<file path="src/rtl/seq_shift_add_multiplier.sv">
// Iterative radix-2 shift-and-add multiplier with signed/unsigned mode and
// valid/ready handshakes; one WIDTH+1-bit adder, fixed WIDTH-cycle latency.
module seq_shift_add_multiplier #(
  parameter int WIDTH = 8
) (
  input  logic                 clk,
  input  logic                 rst,
  input  logic                 in_valid,
  output logic                 in_ready,
  input  logic [WIDTH-1:0]     a,
  input  logic [WIDTH-1:0]     b,
  input  logic                 signed_mode,
  output logic                 out_valid,
  input  logic                 out_ready,
  output logic [2*WIDTH-1:0]   product,
  output logic                 busy
);

  localparam int CW = $clog2(WIDTH + 1);

  typedef enum logic [1:0] {
    IDLE = 2'd0,
    CALC = 2'd1,
    DONE = 2'd2
  } state_t;

  state_t               state;
  state_t               state_next;

  logic [WIDTH-1:0]     mcand;
  logic [WIDTH-1:0]     mult;
  logic [2*WIDTH-1:0]   acc;
  logic [2*WIDTH-1:0]   acc_next;
  logic [2*WIDTH-1:0]   result;
  logic [WIDTH:0]       sum;
  logic [CW-1:0]        count;
  logic                 neg;
  logic [WIDTH-1:0]     a_mag;
  logic [WIDTH-1:0]     b_mag;
  logic                 accept;
  logic                 last;

  assign in_ready  = (state == IDLE) & ~rst;
  assign busy      = (state != IDLE);
  assign out_valid = (state == DONE);
  assign accept    = in_valid & in_ready;
  assign last      = (state == CALC) && (count == CW'(1));

  // Signed operands are reduced to magnitudes; the most negative value maps
  // onto 2^(WIDTH-1), which is still representable as an unsigned WIDTH-bit value.
  always_comb begin
    a_mag = a;
    b_mag = b;
    if (signed_mode && a[WIDTH-1]) a_mag = ~a + WIDTH'(1);
    if (signed_mode && b[WIDTH-1]) b_mag = ~b + WIDTH'(1);
  end

  // One iteration: add into the upper half keeping the carry, then shift the
  // carry back into the accumulator.
  always_comb begin
    sum      = {1'b0, acc[2*WIDTH-1:WIDTH]} + {1'b0, (mult[0] ? mcand : '0)};
    acc_next = (2*WIDTH)'({sum, acc[WIDTH-1:0]} >> 1);
    result   = neg ? (~acc_next + (2*WIDTH)'(1)) : acc_next;
  end

  always_comb begin
    state_next = state;
    case (state)
      IDLE:    if (accept)    state_next = CALC;
      CALC:    if (last)      state_next = DONE;
      DONE:    if (out_ready) state_next = IDLE;
      default:                state_next = IDLE;
    endcase
  end

  always_ff @(posedge clk or posedge rst) begin
    if (rst) state <= IDLE;
    else     state <= state_next;
  end

  // product is only written on the final iteration so it holds through DONE
  // and keeps its last value once back in IDLE.
  always_ff @(posedge clk or posedge rst) begin
    if (rst) begin
      mcand   <= '0;
      mult    <= '0;
      acc     <= '0;
      count   <= '0;
      neg     <= 1'b0;
      product <= '0;
    end else begin
      case (state)
        IDLE: begin
          if (accept) begin
            mcand <= a_mag;
            mult  <= b_mag;
            acc   <= '0;
            count <= CW'(WIDTH);
            neg   <= signed_mode & (a[WIDTH-1] ^ b[WIDTH-1]);
          end
        end
        CALC: begin
          acc   <= acc_next;
          mult  <= mult >> 1;
          count <= count - CW'(1);
          if (last) product <= result;
        end
        default: ;
      endcase
    end
  end

endmodule
</file>
<file path="config.mk">
export PLATFORM = sky130hd
export DESIGN_NAME = seq_shift_add_multiplier
export DESIGN_NICKNAME = d
export VERILOG_FILES = /design/src/rtl/seq_shift_add_multiplier.sv
export SDC_FILE = /design/constraint.sdc
export NUM_CORES = 1
export LEC_CHECK = 0
export BUFFER_PORTS_ARGS = -buffer_cell sky130_fd_sc_hd__buf_2
export CAP_MARGIN = 20
export CELL_PAD_IN_SITES_DETAIL_PLACEMENT = 1
export CELL_PAD_IN_SITES_GLOBAL_PLACEMENT = 1
export CORE_MARGIN = 4
export CORE_UTILIZATION = 40
export CTS_CLUSTER_SIZE = 10
export DETAILED_ROUTE_END_ITERATION = 8
export MAX_ROUTING_LAYER = met4
export PLACE_DENSITY = 0.8
export SKIP_LAST_GASP = 1
export SLEW_MARGIN = 25
export SYNTH_ARGS = -nofsm -noshare
export SYNTH_HDL_FRONTEND = slang
export SYNTH_SLANG_ARGS = --single-unit
</file>
<file path="constraint.sdc">
create_clock -name clk -period 3.8 [get_ports clk]
set_input_delay 0.19 -clock clk [delete_from_list [all_inputs] [get_ports clk]]
set_output_delay 0.19 -clock clk [all_outputs]
set_load 0.005 [all_outputs]
</file>
==> results_dict.tcl, run 1 <==
set metrics [dict create \
    crit_required_ns 4.00 \
    overflow 0 \
    synth_edf_count 0 \
    cts_tree "yes" \
    cap_violations 0 \
    cts_hold_buf 0 \
    post-route-drc-count 0 \
    critPathCaptureType "register" \
    cts_resized 0 \
    synth_nets 383 \
    fillers 923 \
    syn_avg_cell_area_um2 8.83 \
    finalSetupTns_ns 0 \
    areaGrowthSynthToFinish_pct 12.3 \
    hpwl_um 5180 \
    antenna_cells 0 \
    synth_top_cell_area_share_pct 44.0 \
    path_clk_slew_ns 0.10 \
    yosysMostFrequentCell "nand2_1" \
    cts_max_path_buffers 2 \
    p_leak_nw 1.69 \
    cp-start-kind "register" \
    fin_nets 418 \
    ys.flop_type "dfrtp_1" \
    die_area_um2 9150 \
    rsz0062_at_grt "false" \
    initial_utilization_pct 41.7 \
    ys_ff_latch 54 \
    hold_violations 0 \
    ys_types 44 \
    critPathKind "register to register" \
    synth_common_cells "nand2_1, dfrtp_1, o21ai_0" \
    crit_arrival_ns 3.19 \
    synthCells 348 \
    cts_buffers 5 \
    clock_tree.root_cell "clkbuf_8" \
    ir_drop_mv 0.217 \
    gp_congestion 0.811 \
    vias 2549 \
    grt_pass1_wl_um 12000 \
    insertion_delay_ns 0.31 \
    wl_per_cell_um 14.1 \
    setup_viol 0 \
    synth_area_um2 3070 \
    drv_slew 0 \
    drive_gt1_share_pct 14.6 \
    grt_usage_pct 16.8 \
    first_pass_iters 4 \
    worst_pin_slew_ns 0.844 \
    ios 40 \
    io_buffers 39 \
    clock-sinks 54 \
    seq_area_frac_synth_pct 44.0 \
    grt_max_degree 55 \
    wirelength_um 6810 \
    outcome "finished, final reports clean" \
    crit_fanout 9 \
    period_share_pct 78.6 \
    fin_crit_ns 2.99 \
    async_reset_ff_share_pct 100 \
    htree_levels 2 \
    yosysTopAreaCell "dfrtp_1" \
    post_drt_via_cell_ratio 5.28 \
    power_mw 2.46 \
    detail-route-antenna-nets 0 \
    core-area_um2 7370 \
    slew_headroom_pct 43.7 \
    rows 31 \
    synth_area_leaders "dfrtp_1, nand2_1, o21ai_0" \
    drt_iter0_drc 56 \
    yosys_warnings 0 \
    fin_skew_ns 0.00690 \
    hold_path.class "primary input to async pin" \
    antenna_found_initial 0 \
    pwr_density_cell_nw_per_um2 713 \
    die_h_um 95.6 \
    chipWidth_um 95.6 \
    grt_pass1_vias 2628 \
    post_cts_buffers 0 \
    fmax_mhz 335 \
]
layout by cell type (no fill, tap or decap), types with 11 or more instances in the layout:
cell     count
xnor2_1     11
buf_2       39
nand2_1     68
dfrtp_1     54
nor2_1      16
nand3_1     21
o21ai_0     42
ha_1        13
xor2_1      17
worst paths after layout:
| kind | cells past startpoint | slack [ns] | to | start |
|---|---|---|---|---|
| worst max-delay path | 8 | 0.81 | product[15] | mult[0] |
| worst max register to register | 8 | 0.81 | product[15] | mult[0] |
| max in group asynchronous | 3 | 3.30 | acc[11] | rst |
| worst min register to register | 2 | 0.48 | product[9] | product[9] |
| worst min-delay path | 3 | 0.05 | product[2] | rst |
| min in group clk | 2 | 0.08 | state[1] | out_ready |
routing by layer:
layer  wire length, um  vias to the layer above  GRT usage (%)
li1                  -                     1278              -
met1              3290                     1220           21.3
met2              3190                       41           28.1
met3               217                       10           1.89
met4               108                        0           5.57
met5                 0                        -              -
through the flow:
step	setup slack [ns]	instances	utilization, %	instance area, um2	hold slack [ns]
after floorplan	0.982	348	-	3070	0.298
after global placement	0.892	475	45.6	3360	0.410
after detailed placement	0.843	475	45.6	3360	0.415
after CTS	0.811	483	46.8	3450	0.0806
after global routing	0.641	483	46.8	3450	0.123
final	0.812	483	46.8	3450	0.0514
kinds of logic (layout without fill, tap and decap cells):
| family | after synthesis | after routing | synth area share [%] |
|---|---|---|---|
| compound gates | 86 | 86 | 17.6 |
| mux | 2 | 2 | 0.652 |
| flops | 54 | 54 | 44.0 |
| simple gates | 139 | 139 | 20.7 |
| xor+xnor | 28 | 28 | 7.98 |
| buf+inv | 25 | 61 | 3.05 |
| fa+ha+maj | 14 | 14 | 5.95 |
critical path, cell delays in order (launching register included):
cell and delay, ns:
dfrtp_1 0.46, and2_1 0.17, ha_1 0.22, fa_1 0.50
or4_4 0.51, a2111o_1 0.35, o41a_1 0.43, a41oi_1 0.17
nand2_1 0.07
state kept, by name, indices dropped and copies added (netlist names):
register and flops:
state 2, mcand 8, count 4, neg 1, acc 15, mult 8
product 16
power breakdown:
part	switching [mW]	leakage [nW]	total, mW	internal, mW
Sequential	0.180	0.699	0.987	0.807
Clock	0.189	0.0452	0.319	0.131
Combinational	0.689	0.948	1.15	0.463
layout make-up:
class,instances,area (um2),share of cell area (%)
timing repair buffer,42,218,6.31
inverter,11,41.3,1.20
sequential,54,1350,39.2
clock buffer,6,72.6,2.10
multi-input combinational,269,1630,47.2
clock inverter,2,13.8,0.399
tap,99,124,3.59
Power figures use the tool's default switching activity.
==> run 2: changes to the inputs <==
==> constraint.sdc (replaced) <==
create_clock -name clk -period 2.9 [get_ports clk]
set_input_delay 0.145 -clock clk [delete_from_list [all_inputs] [get_ports clk]]
set_output_delay 0.145 -clock clk [all_outputs]
set_load 0.005 [all_outputs]
==> run 2 against run 1 <==
Net effect: flip-flop and latch count unchanged; clock power increased by 45%; non-clock buffer count is 6 higher; wire length rose by 7.1%; clock-buffer cell count unchanged.
==> results_dict.tcl, run 2 (same netlist as run 1, synthesis figures left out) <==
set metrics [dict create \
    outcome "finished, final reports clean" \
    fmax_mhz 353 \
    cp_num_buf_inv 0 \
    hold_path.class "primary input to register" \
    fin_crit_ns 2.83 \
    die_h_um 95.6 \
    cts_max_path_buffers 2 \
    grt_pass1_vias 2539 \
    fin_cells 489 \
    fin_skew_ns 0.00906 \
    post_drt_via_cell_ratio 5.32 \
    crit_arrival_ns 3.04 \
    wl_per_cell_um 14.9 \
    path_clk_slew_ns 0.10 \
    finalSetupTns_ns 0 \
    antenna_cells 0 \
    period_share_pct 97.6 \
    critPathKind "register to register" \
    p_leak_nw 1.73 \
    place_area_um2 3390 \
    grt_max_degree 55 \
    initial_utilization_pct 41.7 \
    p_switching_mw 1.48 \
    pwr_density_cell_nw_per_um2 959 \
    whs_ns 0.0338 \
    clock-sinks 54 \
    regMostFlops "product" \
    pwr-share-clk_pct 13.6 \
    hpwl_um 5390 \
    die_area_um2 9150 \
    setup_viol 0 \
    gp_congestion 0.825 \
    crit_required_ns 3.11 \
    vias 2602 \
    path_cells "and2_4 > ha_4 > fa_1 > or4_4 > a2111o_1 > o41a_1 > a41oi_2 > nand2_1" \
    wirelength_um 7290 \
    cts_tree "yes" \
    grt_pass1_wl_um 12100 \
    p_comb_share_pct 48.3 \
    drv_slew 0 \
    clock_tree.root_cell "clkbuf_8" \
    critPathTopFamily "compound AO/OA/AOI/OAI gates" \
    drive_gt1_share_pct 17.4 \
    cap_violations 0 \
    post-route-util_pct 48.3 \
    core-area_um2 7370 \
    rows 31 \
    critPathCaptureType "register" \
    max_stage_delay_ns 0.49 \
    antenna_found_initial 0 \
    overflow 0 \
    crit_fanout 4 \
    top_regs "product (16), acc (15)" \
    sw_frac_of_total_pct 43.4 \
    ir_drop_mv 0.258 \
    fin_nets 424 \
    hold_violations 0 \
    ios 40 \
    htree_levels 2 \
    post-route-drc-count 0 \
    grt_usage_pct 17.4 \
    detail-route-antenna-nets 0 \
    slew_headroom_pct 42.8 \
    cts_buffers 5 \
    seq_power_share_pct 38.1 \
    worst_pin_slew_ns 0.858 \
    areaGrowthSynthToFinish_pct 15.8 \
    placedCellCount 479 \
    insertion_delay_ns 0.32 \
    io_buffers 39 \
    cp-start-kind "register" \
    largest_reg_flops 16 \
    first_pass_iters 4 \
    final_cell_mix "nand2_1, dfrtp_1, o21ai_0" \
    p_int_mw 1.93 \
    final_area_um2 3560 \
    crit_slowest_cell "a2111o_1" \
    final_common_cell "nand2_1" \
    drt_iter0_drc 60 \
    chipWidth_um 95.6 \
]
==> run 2: routing by layer <==
layer | share of wire, % | track usage (%) | routed length, um
met1 | 47 | 21.5 | 3430
met2 | 48 | 29.2 | 3500
met3 | 3.9 | 3.16 | 287
met4 | 1.1 | 4.98 | 80
met5 | 0 | - | 0
==> run 2: what timing repair did <==
| action | in CTS | in global routing |
|---|---|---|
| gates resized for setup | 0 | 8 |
| endpoints found under the hold margin | 54 | 0 |
| buffers inserted | 0 | 1 |
| setup endpoints to repair | 0 | 4 |
| hold buffers | 1 | 0 |
==> run 2: final cells by class <==
type	count	area [um2]
clock buffers	6	82.6
clock inverters	2	16.3
fillers	882	3810
inverters	11	43.8
multi-input cells	269	1670
flip-flops and latches	54	1350
well taps	99	124
repair buffers	48	265
==> run 2: through the flow <==
step | setup WS (ns) | total power [mW]
3_3_place_gp | 0.112 | 2.81
5_1_grt | -0.0290 | 3.73
4_1_cts | 0.00403 | 3.37
2_1_floorplan | 0.0823 | 2.37
3_5_place_dp | 0.0279 | 2.90
6_report | 0.0683 | 3.41
==> run 2: worst register-to-register path, stage by stage (launching register included) <==
cell      delay (ns)
dfrtp_1         0.39
and2_4          0.16
ha_4            0.17
fa_1            0.47
or4_4           0.44
a2111o_1        0.49
o41a_1          0.35
a41oi_2         0.17
nand2_1         0.08
==> run 2: path summary, 6_finish.rpt <==
check	from	end	slack [ns]	cells past startpoint
worst max-delay path	mcand[0]	product[15]	0.07	8
worst min-delay path	out_ready	state[1]	0.03	2
worst max register to register	mcand[0]	product[15]	0.07	8
worst min register to register	product[7]	product[7]	0.48	2
max in group asynchronous	rst	acc[13]	1.99	3
min in group asynchronous	rst	state[1]	0.47	3
==> run 2: power groups by stage <==
stage	combinational [mW]	clock [mW]	sequential (mW)
after floorplan	1.12	0	1.25
after global placement	1.52	0	1.29
after detailed placement	1.59	0	1.31
after CTS	1.60	0.476	1.30
after global routing	1.88	0.501	1.34
final	1.65	0.464	1.30
==> run 3: changes to the inputs <==
--- a/config.mk
+++ b/config.mk
@@ -9,6 +9,7 @@
 export CAP_MARGIN = 20
 export CELL_PAD_IN_SITES_DETAIL_PLACEMENT = 1
 export CELL_PAD_IN_SITES_GLOBAL_PLACEMENT = 1
+export CORE_ASPECT_RATIO = 0.75
 export CORE_MARGIN = 4
 export CORE_UTILIZATION = 40
 export CTS_CLUSTER_SIZE = 10
==> run 3 against run 2 <==
Net effect: first-iteration DRC count grew 40%; combinational power is essentially flat; power grew 2.3%; utilization is essentially flat.
==> results_dict.tcl, run 3 (same netlist as run 1, synthesis figures left out) <==
set metrics [dict create \
    outcome "finished, final reports clean" \
    cap_violations 0 \
    worst_pin_slew_ns 0.869 \
    post_drt_via_cell_ratio 5.34 \
    insertion_delay_ns 0.30 \
    hpwl_um 6020 \
    core-area_um2 7400 \
    drive_gt1_share_pct 17.1 \
    cp-start-kind "register" \
    slew_headroom_pct 42.1 \
    path_clk_slew_ns 0.10 \
    antenna_found_initial 0 \
    grt_pass1_wl_um 13800 \
    overflow 0 \
    period_share_pct 96.9 \
    crit_arrival_ns 2.97 \
    post-route-drc-count 0 \
    drv_slew 0 \
    largest_reg_flops 16 \
    clock-sinks 54 \
    grt_max_degree 34 \
    initial_utilization_pct 41.5 \
    regArea_um2 1350 \
    detail-route-antenna-nets 0 \
    rows 27 \
    grt_pass1_vias 2806 \
    fin_nets 426 \
    regMostFlops "product" \
    fin_crit_ns 2.81 \
    hold_path.class "primary input to register" \
    io_buffers 39 \
    place_area_um2 3400 \
    path_cells "and2_1 > ha_2 > fa_1 > or4_4 > a2111o_1 > o31ai_2 > xor2_1 > o21ai_0" \
    gp_congestion 0.848 \
    final_cell_mix "nand2_1, dfrtp_1, o21ai_0" \
    grt_usage_pct 18.8 \
    antenna_cells 0 \
    multi_input_area_um2 1660 \
    first_pass_iters 4 \
    seq_power_share_pct 37.5 \
    cts_buffers 5 \
    critPathKind "register to register" \
    final_common_cell "nand2_1" \
    p_switching_mw 1.52 \
    max_stage_delay_ns 0.48 \
    chipWidth_um 109 \
    htree_levels 2 \
    areaGrowthSynthToFinish_pct 16.3 \
    sw_frac_of_total_pct 43.4 \
    setup_viol 0 \
    vias 2635 \
    wirelength_um 8120 \
    critPathCaptureType "register" \
    die_area_um2 9160 \
    drt_iter0_drc 84 \
    p_leak_nw 1.74 \
    cts_tree "yes" \
    rsz0062_at_grt "true" \
    p_int_mw 1.97 \
    fmax_mhz 356 \
    pwr_density_cell_nw_per_um2 977 \
    p_comb_share_pct 47.9 \
    fillers 889 \
    die_h_um 83.9 \
    crit_slowest_cell "fa_1" \
    cts_max_path_buffers 2 \
    crit_fanout 4 \
    hold_violations 0 \
    crit_required_ns 3.06 \
    top_regs "product (16), acc (15)" \
    ir_drop_mv 0.452 \
    wl_per_cell_um 16.5 \
    clock_tree.root_cell "clkbuf_8" \
    power_mw 3.49 \
    ios 40 \
    pwr-share-clk_pct 14.6 \
    final_area_um2 3570 \
    fin_skew_ns 0.00849 \
]
## run 3: changes by cell type in the layout (fill, tap and decap cells not counted), sizes merged
cell,previous run,this run
inv,12,11
buf,47,49
bufinv,0,1
## run 3: through the flow
stage          hold slack [ns]  util (%)  worst slack [ns]   TNS, ns  std cells
4_1_cts                 0.0479      48.1            0.0525         0        493
6_report                0.0457      48.3            0.0890         0        493
3_5_place_dp             0.283      46.0          -0.00178  -0.00178        482
5_1_grt                 0.0397      48.3           -0.0206   -0.0212        493
2_1_floorplan            0.253         -            0.0823         0        348
3_3_place_gp             0.264      46.0             0.111         0        482
## run 3: final timing paths
path,endpoint,cells past startpoint,startpoint,slack (ns)
min reg2reg,product[10],2,product[10],0.48
max reg2reg,product[13],8,mcand[0],0.09
min in group asynchronous,product[3],3,rst,0.46
max,product[13],8,mcand[0],0.09
min,state[1],2,out_ready,0.05
max in group asynchronous,mcand[1],4,rst,1.65
## run 3: worst max-delay path, delay by kind of cell (launching register included)
kind,cells,cell delay (ns)
AOI/OAI and AO/OA,3,0.80
DFF,1,0.40
xor gates and xnor gates,1,0.18
adders and majority gates,2,0.67
and+or+nand+nor,2,0.62
## run 3: metal layers
layer | wire length [um] | global-route usage [%] | vias up
met5 | 0 | - | -
met4 | 25 | 2.15 | 0
met3 | 215 | 2.94 | 5
met2 | 4040 | 30.8 | 43
met1 | 3840 | 25.5 | 1295
li1 | - | - | 1292
## run 3: area by class of cell
| cell class | instances | share of cell area, % |
|---|---|---|
| Timing Repair Buffer | 50 | 7.85 |
| Clock inverter | 2 | 1.05 |
| Tap cell | 101 | 3.54 |
| Inverter | 11 | 1.16 |
| Multi-Input combinational cell | 269 | 46.5 |
| Sequential cell | 54 | 37.8 |
| Clock buffer | 6 | 2.03 |
## run 3: repair_timing
item,4_1_cts,5_1_grt
gates cloned,0,0
setup buffers,2,0
resized for setup,4,2
pin swaps,6,1
setup endpoints to repair,2,3
hold buffers,1,0
endpoints found under the hold margin,28,0
## run 3: power groups by stage
stage | Sequential, mW | Combinational (mW) | Clock (mW)
global placement | 1.30 | 1.52 | 0
global route | 1.35 | 1.89 | 0.558
floorplan | 1.25 | 1.12 | 0
finish | 1.31 | 1.67 | 0.511
detailed placement | 1.32 | 1.61 | 0
CTS | 1.31 | 1.66 | 0.529
